<file path="src/rtl/uart_pkt_parser.sv">
// rtl/uart_pkt_parser.sv - frames UART bytes into SYNC/LEN/payload[/CHK] packets and holds the payload for the command layer
// Optional feature macro: UART_PKT_CHKSUM_EN (trailing CHK byte, sCHK state, checksum accumulator, error code 11).
module uart_pkt_parser #(
    parameter int          CLK_FREQ     = 125_000_000,
    parameter int          MAX_LEN      = 16,
    parameter logic [7:0]  SYNC_BYTE    = 8'hA5,
    parameter int          TIMEOUT_CLKS = 125_000,
    localparam int         AW           = (MAX_LEN > 1) ? $clog2(MAX_LEN) : 1
) (
    input  logic          iClk,
    input  logic          iRst,
    input  logic [7:0]    iRxByte,
    input  logic          iRxDone,
    input  logic [AW-1:0] iRdAddr,
    output logic [7:0]    oRdData,
    output logic          oPktValid,
    output logic [7:0]    oPktLen,
    input  logic          iPktAck,
    output logic          oErr,
    output logic [1:0]    oErrCode,
    output logic          oOverrun
);

    // A non-positive TIMEOUT_CLKS falls back to a 1 ms window derived from the clock frequency.
    localparam int              TIMEOUT_LIMIT = (TIMEOUT_CLKS > 0) ? TIMEOUT_CLKS - 1 : CLK_FREQ / 1000 - 1;
    localparam int              GW            = (TIMEOUT_LIMIT > 0) ? $clog2(TIMEOUT_LIMIT + 1) : 1;
    localparam logic [GW-1:0]   GAP_LAST      = GW'(TIMEOUT_LIMIT);
    localparam logic [7:0]      MAX_LEN_B     = 8'(MAX_LEN);
    localparam int              DEPTH         = 2 ** AW;

    typedef enum logic [2:0] {
        sIDLE,
        sLEN,
        sPAYLOAD,
`ifdef UART_PKT_CHKSUM_EN
        sCHK,
`endif
        sHOLD
    } state_t;

    state_t          state_q, state_d;
    logic [7:0]      len_q, len_d;
    logic [7:0]      idx_q, idx_d;
    logic [GW-1:0]   gap_q, gap_d;
    logic            err_q, err_d;
    logic [1:0]      err_code_q, err_code_d;
    logic            overrun_q, overrun_d;
    logic [7:0]      rd_data_q, rd_data_d;
    logic            wr_en;
    logic            in_frame;
    logic [7:0]      pay_mem [0:DEPTH-1];
`ifdef UART_PKT_CHKSUM_EN
    logic [7:0]      acc_q, acc_d;
    logic [7:0]      chk_sum;
`endif

    // Next-state, framing, error detection and gap timeout.
    always_comb begin
        state_d    = state_q;
        len_d      = len_q;
        idx_d      = idx_q;
        gap_d      = gap_q;
        err_d      = 1'b0;
        err_code_d = err_code_q;
        overrun_d  = 1'b0;
        wr_en      = 1'b0;
        in_frame   = 1'b0;
        rd_data_d  = pay_mem[iRdAddr];
`ifdef UART_PKT_CHKSUM_EN
        acc_d      = acc_q;
        chk_sum    = acc_q + iRxByte;
`endif
        case (state_q)
            sIDLE: begin
                gap_d = '0;
                if (iRxDone && iRxByte == SYNC_BYTE) begin
                    state_d = sLEN;
                end
            end
            sLEN: begin
                in_frame = 1'b1;
                if (iRxDone) begin
                    gap_d = '0;
                    if (iRxByte == 8'd0 || iRxByte > MAX_LEN_B) begin
                        err_d      = 1'b1;
                        err_code_d = 2'b01;
                        state_d    = sIDLE;
                    end else begin
                        len_d   = iRxByte;
                        idx_d   = 8'd0;
`ifdef UART_PKT_CHKSUM_EN
                        acc_d   = iRxByte;
`endif
                        state_d = sPAYLOAD;
                    end
                end
            end
            sPAYLOAD: begin
                in_frame = 1'b1;
                if (iRxDone) begin
                    gap_d = '0;
                    wr_en = 1'b1;
                    idx_d = idx_q + 8'd1;
`ifdef UART_PKT_CHKSUM_EN
                    acc_d = chk_sum;
                    if (idx_q == len_q - 8'd1) state_d = sCHK;
`else
                    if (idx_q == len_q - 8'd1) state_d = sHOLD;
`endif
                end
            end
`ifdef UART_PKT_CHKSUM_EN
            sCHK: begin
                in_frame = 1'b1;
                if (iRxDone) begin
                    gap_d = '0;
                    if (chk_sum == 8'd0) begin
                        state_d = sHOLD;
                    end else begin
                        err_d      = 1'b1;
                        err_code_d = 2'b11;
                        state_d    = sIDLE;
                    end
                end
            end
`endif
            sHOLD: begin
                gap_d = '0;
                // A byte arriving while the buffer is owned by the consumer is dropped,
                // even when the ack lands in the same cycle.
                if (iRxDone) overrun_d = 1'b1;
                if (iPktAck) state_d = sIDLE;
            end
            default: begin
                state_d = sIDLE;
                gap_d   = '0;
            end
        endcase

        if (in_frame && !iRxDone) begin
            if (gap_q == GAP_LAST) begin
                err_d      = 1'b1;
                err_code_d = 2'b10;
                state_d    = sIDLE;
                gap_d      = '0;
            end else begin
                gap_d = gap_q + GW'(1);
            end
        end
    end

    // State and output registers; asynchronous reset clears everything except the buffer.
    always_ff @(posedge iClk or posedge iRst) begin
        if (iRst) begin
            state_q    <= sIDLE;
            len_q      <= 8'd0;
            idx_q      <= 8'd0;
            gap_q      <= '0;
            err_q      <= 1'b0;
            err_code_q <= 2'b00;
            overrun_q  <= 1'b0;
            rd_data_q  <= 8'd0;
`ifdef UART_PKT_CHKSUM_EN
            acc_q      <= 8'd0;
`endif
        end else begin
            state_q    <= state_d;
            len_q      <= len_d;
            idx_q      <= idx_d;
            gap_q      <= gap_d;
            err_q      <= err_d;
            err_code_q <= err_code_d;
            overrun_q  <= overrun_d;
            rd_data_q  <= rd_data_d;
`ifdef UART_PKT_CHKSUM_EN
            acc_q      <= acc_d;
`endif
        end
    end

    // Payload buffer write port; contents are not reset.
    always_ff @(posedge iClk) begin
        if (wr_en) pay_mem[idx_q[AW-1:0]] <= iRxByte;
    end

    assign oRdData   = rd_data_q;
    assign oPktValid = (state_q == sHOLD);
    assign oPktLen   = oPktValid ? len_q : 8'd0;
    assign oErr      = err_q;
    assign oErrCode  = err_code_q;
    assign oOverrun  = overrun_q;

endmodule

</file>
<file path="config.mk">
export PLATFORM = sky130hd
export DESIGN_NAME = uart_pkt_parser
export DESIGN_NICKNAME = d
export VERILOG_FILES = /design/src/rtl/uart_pkt_parser.sv
export SDC_FILE = /design/constraint.sdc
export NUM_CORES = 1
export LEC_CHECK = 0
export ABC_AREA = 0
export CELL_PAD_IN_SITES_DETAIL_PLACEMENT = 1
export CELL_PAD_IN_SITES_GLOBAL_PLACEMENT = 2
export CORE_ASPECT_RATIO = 1.1
export CORE_MARGIN = 3
export CORE_UTILIZATION = 43
export CTS_CLUSTER_SIZE = 8
export DETAILED_ROUTE_END_ITERATION = 12
export DONT_BUFFER_PORTS = 1
export HOLD_SLACK_MARGIN = 0.15
export PLACE_DENSITY = 0.76
export SETUP_SLACK_MARGIN = 0.4
export SYNTH_ARGS = -nofsm -noshare
export SYNTH_HDL_FRONTEND = slang
export SYNTH_SLANG_ARGS = --single-unit
</file>
<file path="constraint.sdc">
create_clock -name iClk -period 2 [get_ports iClk]
set_clock_uncertainty 0.1 [all_clocks]
set_input_delay 0.3 -clock iClk [delete_from_list [all_inputs] [get_ports iClk]]
set_output_delay 0.3 -clock iClk [all_outputs]
set_load 0.02 [all_outputs]
</file>
Word level (Yosys, flattened, before mapping)
Memories as Yosys holds them, arrays and structs flattened. A register that Yosys moved wholly into a read port is not among the register bits. Cells that the tools add are included.

$add $sub $neg: 3. Magnitude comparators: 1. Equality and inequality tests: 10. Mux-type cells: 34. Bitwise logic cells: 1. Reduce and logical (&&, ||, !) cells: 10.

Operators with widths (number): 2-to-1 mux 17 bit (4); 2-to-1 mux 8 bit (4); 2-to-1 mux 3 bit (7); adder 17 x 1 -> 17 bit (second input constant) (1); == test 17 bit (second input constant) (1); one-hot mux 8 bit (2 select lines) (1); 2-to-1 mux 2 bit (6); one-hot mux 3 bit (4 select lines) (1); 2-to-1 mux 1 bit (11); adder 8 x 1 -> 8 bit (second input constant) (1); == test 8 bit (1); == test 8 bit (second input constant) (1); greater-than comparator 8 x 5 -> 1 bit (second input constant) (1); logical NOT 8 bit (1); subtractor 8 x 1 -> 8 bit (second input constant) (1); == test 3 x 2 -> 1 bit (second input constant) (2); != test 2 bit (second input constant) (3); AND reduction 4 bit (1); == test 3 x 1 -> 1 bit (second input constant) (1); logical NOT 3 bit (1); != test 3 x 1 -> 1 bit (second input constant) (1); AND reduction 3 bit (1); logical AND 1 bit (2); nonzero test 2 bit (1); 4 further kinds (4).

Register bits after elaboration: 40. Bits in writable memories: 128. Bits of input ports: 16. Logic and storage cells: 67. Memories: 1.

Memory list: pay_mem (words 16, width 8, read ports 1, clocked after Yosys merged registers in 1, wr ports 1, line 51) `logic [7:0] pay_mem [0:DEPTH-1];`.

Logic depth before layout (Yosys ltp)
Gate-level depths: netlist of the first run.

Depth after elaboration: 7. Gate-level depth with buffers: 8. Depth with buffers taken out: 7.

Worst setup path after synthesis of the first run
Ideal clock, no wire load.

Path type: input to register. Start: input port iRdAddr[0]. End: register rd_data_q[0], in the netlist oRdData[0], read port of pay_mem. Setup time: 0.138 ns. Arrival time: 1.790 ns. Slack: -0.028 ns. Stages on the path: 4. Buffers on the path: 2. Cell sequence: clkbuf_1 > buf_2 > mux4_2 > mux4_2.

RTL lines: start, declared (line 14) `input logic [AW-1:0] iRdAddr,`; end, declared (line 48) `logic [7:0] rd_data_q, rd_data_d;`.

Worst setup path in the final report of the first run
Start: register gap_q[9]. End: register state_q[1].

Word-level cells in the longest chain between the ends: 3.

RTL lines: start, declared (line 44) `logic [GW-1:0] gap_q, gap_d;`; start signal, assigned (line 170) `gap_q <= gap_d;`; == test 17 bit (line 141) `if (gap_q == GAP_LAST) begin`; 2-to-1 mux 3 bit (line 141); 2-to-1 mux 3 bit (line 140) `if (in_frame && !iRxDone) begin`; net state_d[1] (line 41) `state_t state_q, state_d;`; end signal, assigned (line 155) `state_q <= sIDLE;`; end signal, assigned (line 167) `state_q <= state_d;`; end, declared (line 41).

The timed path passes the listed nets, and every way through them passes these cells. A chain may end at the register's enable or synchronous reset.

==> key figures, run 1 <==
Timing
  – Setup violators final: 20
  – Post-route clock period utilization: 102.7%
  – Final Critical Period: ~2.1 ns
  – RSZ-0062 raised after global routing: yes
  – Slew Viols, Final: 0
  – Worst slew pin tran: 0.8330 ns
  – Worst slew margin: 44.28%
  – WHS: roughly 0.19 ns
  – Setup ws final: -0.05463 ns
  – Final Hold Vio Count: 0
  – Setup TNS: -0.2182 ns
  – Fmax: approximately 490 MHz

Power
  – Tot Pwr: 0.007430 W
  – Seq pwr share: 53.5%
  – Power Density: approximately 830 nW/um^2
  – Internal power: around 0.006 W
  – Psw: between 0.0015 and 0.002 W
  – Combinational fraction of design power: under 10%
  – VDD IR max: 0.5949 mV
  – Clock share of power: a little over two fifths
  – Net Sw Frac: about a fifth
  – Pleak: ~3.2 nW

Die
  – Initial Util: 44.22%
  – Rows: 49
  – CORE AREA: roughly 16000 um^2
  – Io pins: 37
  – Die footprint: 18560 um^2
  – Die Y: 142.6 um
  – Die Wd: approximately 130 um

Critical path
  – CP Launch Point: gap_q[9]$_DFF_PP0_
  – Worst R2R End: state_q[1]$_DFF_PP0_
  – CP Capture Type: flip-flop
  – Reg2reg path depth: 4
  – Reg2reg start: gap_q[9]$_DFF_PP0_
  – FF-to-FF setup slack: -0.05 ns
  – Most common cell on crit path: or4_4
  – Crit-path max cell delay: between 0.5 and 0.6 ns
  – CP Max Fanout: 5
  – Critical path class: reg2reg
  – Crit-path slowest cell: or4_4
  – Nature of the critical path startpoint: flip-flop
  – Critical-path cell list: or4_4 > or4_4 > nor4_4 > nor3_1
  – CP arrival: roughly 2.3 ns
  – Worst Path Required: 2.20 ns

Synth
  – Ys Warns: 0
  – Main synth FF type: edfxtp_1
  – Synthesized area: roughly 7300 um^2
  – Synth Register Bits: 176
  – Post-synth EDFFs: about 130
  – Post-synth cell types: 42
  – Async SR Flop Fraction: between 20% and 30%
  – Synth Area per Inst: between 15 and 20 um^2
  – Sequential cell area fraction in the yosys report: just under 70%
  – Post-synthesis net count: ~460
  – Mapped Cells: around 440

Clock tree
  – Clk_lat worst skew: about 0.42 ns
  – CTS tree: built
  – Root Buffer: clkbuf_16
  – CTS buffer count: 17
  – Worst-path clk slew: 0.07 ns
  – CTS H-tree lvls: 4
  – Clk sinks: between 150 and 200
  – Max Buffers Root-to-Sink: 2

GRT
  – Initial antenna violation count: 3
  – Global-route wire length before repair: about 26000 um
  – Largest net degree at the start of global routing: slightly below 50
  – Total GRT Usage: 19.23%
  – GRT overflow: 0
  – Vias in the first global route: around 4300

Final layout
  – Layout cells sized above 1: a little under two fifths
  – Design area: ~9000 um^2
  – Filler Cell Count: 1515
  – Commonest non-fill, non-tap cell in the layout: edfxtp_1
  – # diodes: 0
  – Fin nets: around 520
  – Fin util: a little over half
  – Commonest cells after routing, fill and taps aside: edfxtp_1, dfrtp_1, mux4_2
  – Area delta synth->final: 22.77%

Job
  – Max cap viols: 0

Worst hold path
  – Hold path start: iRdAddr[1]
  – Path type of the worst min-delay path: in2reg
  – Worst Hold End: oRdData[5]$_DFF_PP0_
  – Hold Crit Depth: 2

Detailed routing
  – Routed wire length: 16920 um
  – Vias: 3984
  – Routed Antenna Nets: 0
  – Number of DRC markers in iteration 0: 242
  – DRC viols: 0
  – WL/cell: about 24 um
  – Via density: approximately 5.6
  – First-pass DRT Iterations: 4

Run status
  – Status: complete, but fails checks
  – Failing checks: setup timing

Placement
  – RePlAce Congestion: between 0.7 and 0.8
  – Port-buffer cells: 0
  – Detailed placement HPWL: just under 10000 um
  – Placed cell area: approximately 7700 um^2
[per-layer routing]
metal	up-vias	wire length, um	track usage (%)
met3	15	633	4.655
met4	0	181	5.361
met5	-	0	0
li1	1789	-	-
met1	2101	7260	25.16
met2	79	8840	32.17
[layout make-up]
type | instances | area, um^2 | area share [%]
clock buffer | 21 | 491.7 | 5.492
clock inverter | 11 | 90.09 | 1.006
inverter | 9 | 36.28 | 0.4053
multi-input combinational | 237 | 2492 | 27.84
sequential | 176 | 5047 | 56.37
tap | 204 | 255.2 | 2.851
timing repair buffer | 56 | 540.5 | 6.037
[repair_timing]
| action | CTS | global route |
|---|---|---|
| endpoints found under the hold margin | 214 | 0 |
| endpoints found under the setup margin | 178 | 183 |
| gates cloned | 4 | 0 |
| gates resized for setup | 76 | 26 |
| setup buffers | 11 | 12 |
| pin swaps | 15 | 23 |
| hold buffers | 14 | 0 |
[through the flow]
stage	cells	worst slack, ns
final	714	-0.05463
after floorplan	439	0.007948
after global routing	714	-0.1546
after global placement	641	-0.01063
after CTS	702	-0.04109
after detailed placement	641	-0.04664
[state kept, by name, summed over array words and instances, names as in the netlist]
name      cells
pay_mem     128
gap_q        17
idx_q         8
len_q         8
oRdData       8
state_q       3
oErrCode      2
oErr          1
oOverrun      1
[Yosys cell counts (4+ instances only)]
master | number | share of area (%)
nor4_1 | 5 | 0.43
and3_1 | 9 | 0.77
mux4_2 | 40 | 12
nand3_1 | 11 | 0.75
xnor2_1 | 17 | 2.0
clkbuf_1 | 14 | 0.72
nand2_1 | 22 | 1.1
and2_1 | 26 | 2.2
o21ai_0 | 4 | 0.27
edfxtp_1 | 128 | 53
nand4_1 | 9 | 0.77
nor3_1 | 12 | 0.82
ha_1 | 6 | 1.0
nor2_1 | 28 | 1.4
dfrtp_1 | 48 | 16
inv_1 | 9 | 0.46
xor2_1 | 15 | 1.8
[worst max path at each step]
| stage | endpoint | slack (ns) | cells past startpoint |
|---|---|---|---|
| after floorplan | gap_q[8]$_DFF_PP0_ | 0.008 | 5 |
| after global placement | gap_q[6]$_DFF_PP0_ | -0.01 | 4 |
| after detailed placement | gap_q[7]$_DFF_PP0_ | -0.05 | 4 |
| after CTS | state_q[1]$_DFF_PP0_ | -0.04 | 4 |
| after global routing | state_q[1]$_DFF_PP0_ | -0.15 | 4 |
| final | state_q[1]$_DFF_PP0_ | -0.05 | 4 |
[power by group through the flow]
| stage | logic, W | clock network, W | registers (W) |
|---|---|---|---|
| 6_report | 0.000240 | 0.00322 | 0.00397 |
| 5_1_grt | 0.000259 | 0.00344 | 0.00397 |
| 4_1_cts | 0.000235 | 0.00328 | 0.00397 |
| 3_5_place_dp | 0.000145 | 0 | 0.00405 |
| 3_3_place_gp | 0.000142 | 0 | 0.00405 |
| 2_1_floorplan | 0.000166 | 0 | 0.00405 |
[worst max-delay path: cells and delay by family (launching register included)]
family           cells  cell delay (ns)
AND/OR/NAND/NOR      4             1.44
flip-flops           1             0.38
[cell families (layout without fill, tap and decap cells)]
group                    Yosys count  in the layout  share of synthesized area [%]
flip-flops                       176            176                          69.17
multiplexers                      41             41                          12.49
AO/OA/AOI/OAI                     18             18                          1.681
other                              1              1                        0.05142
AND/OR/NAND/NOR                  136            139                          10.09
adder cells (fa/ha/maj)            6              6                          1.029
buffers and inverters             29             97                          1.647
XOR/XNOR                          32             32                          3.843
Power figures use the tool's default switching activity.
==> run 2: changes to the inputs <==
- ABC_CLOCK_PERIOD_IN_PS: default -> 2000
==> results of run 2 <==
No change in the layout: final DEF, timing and power equal those of run 1.
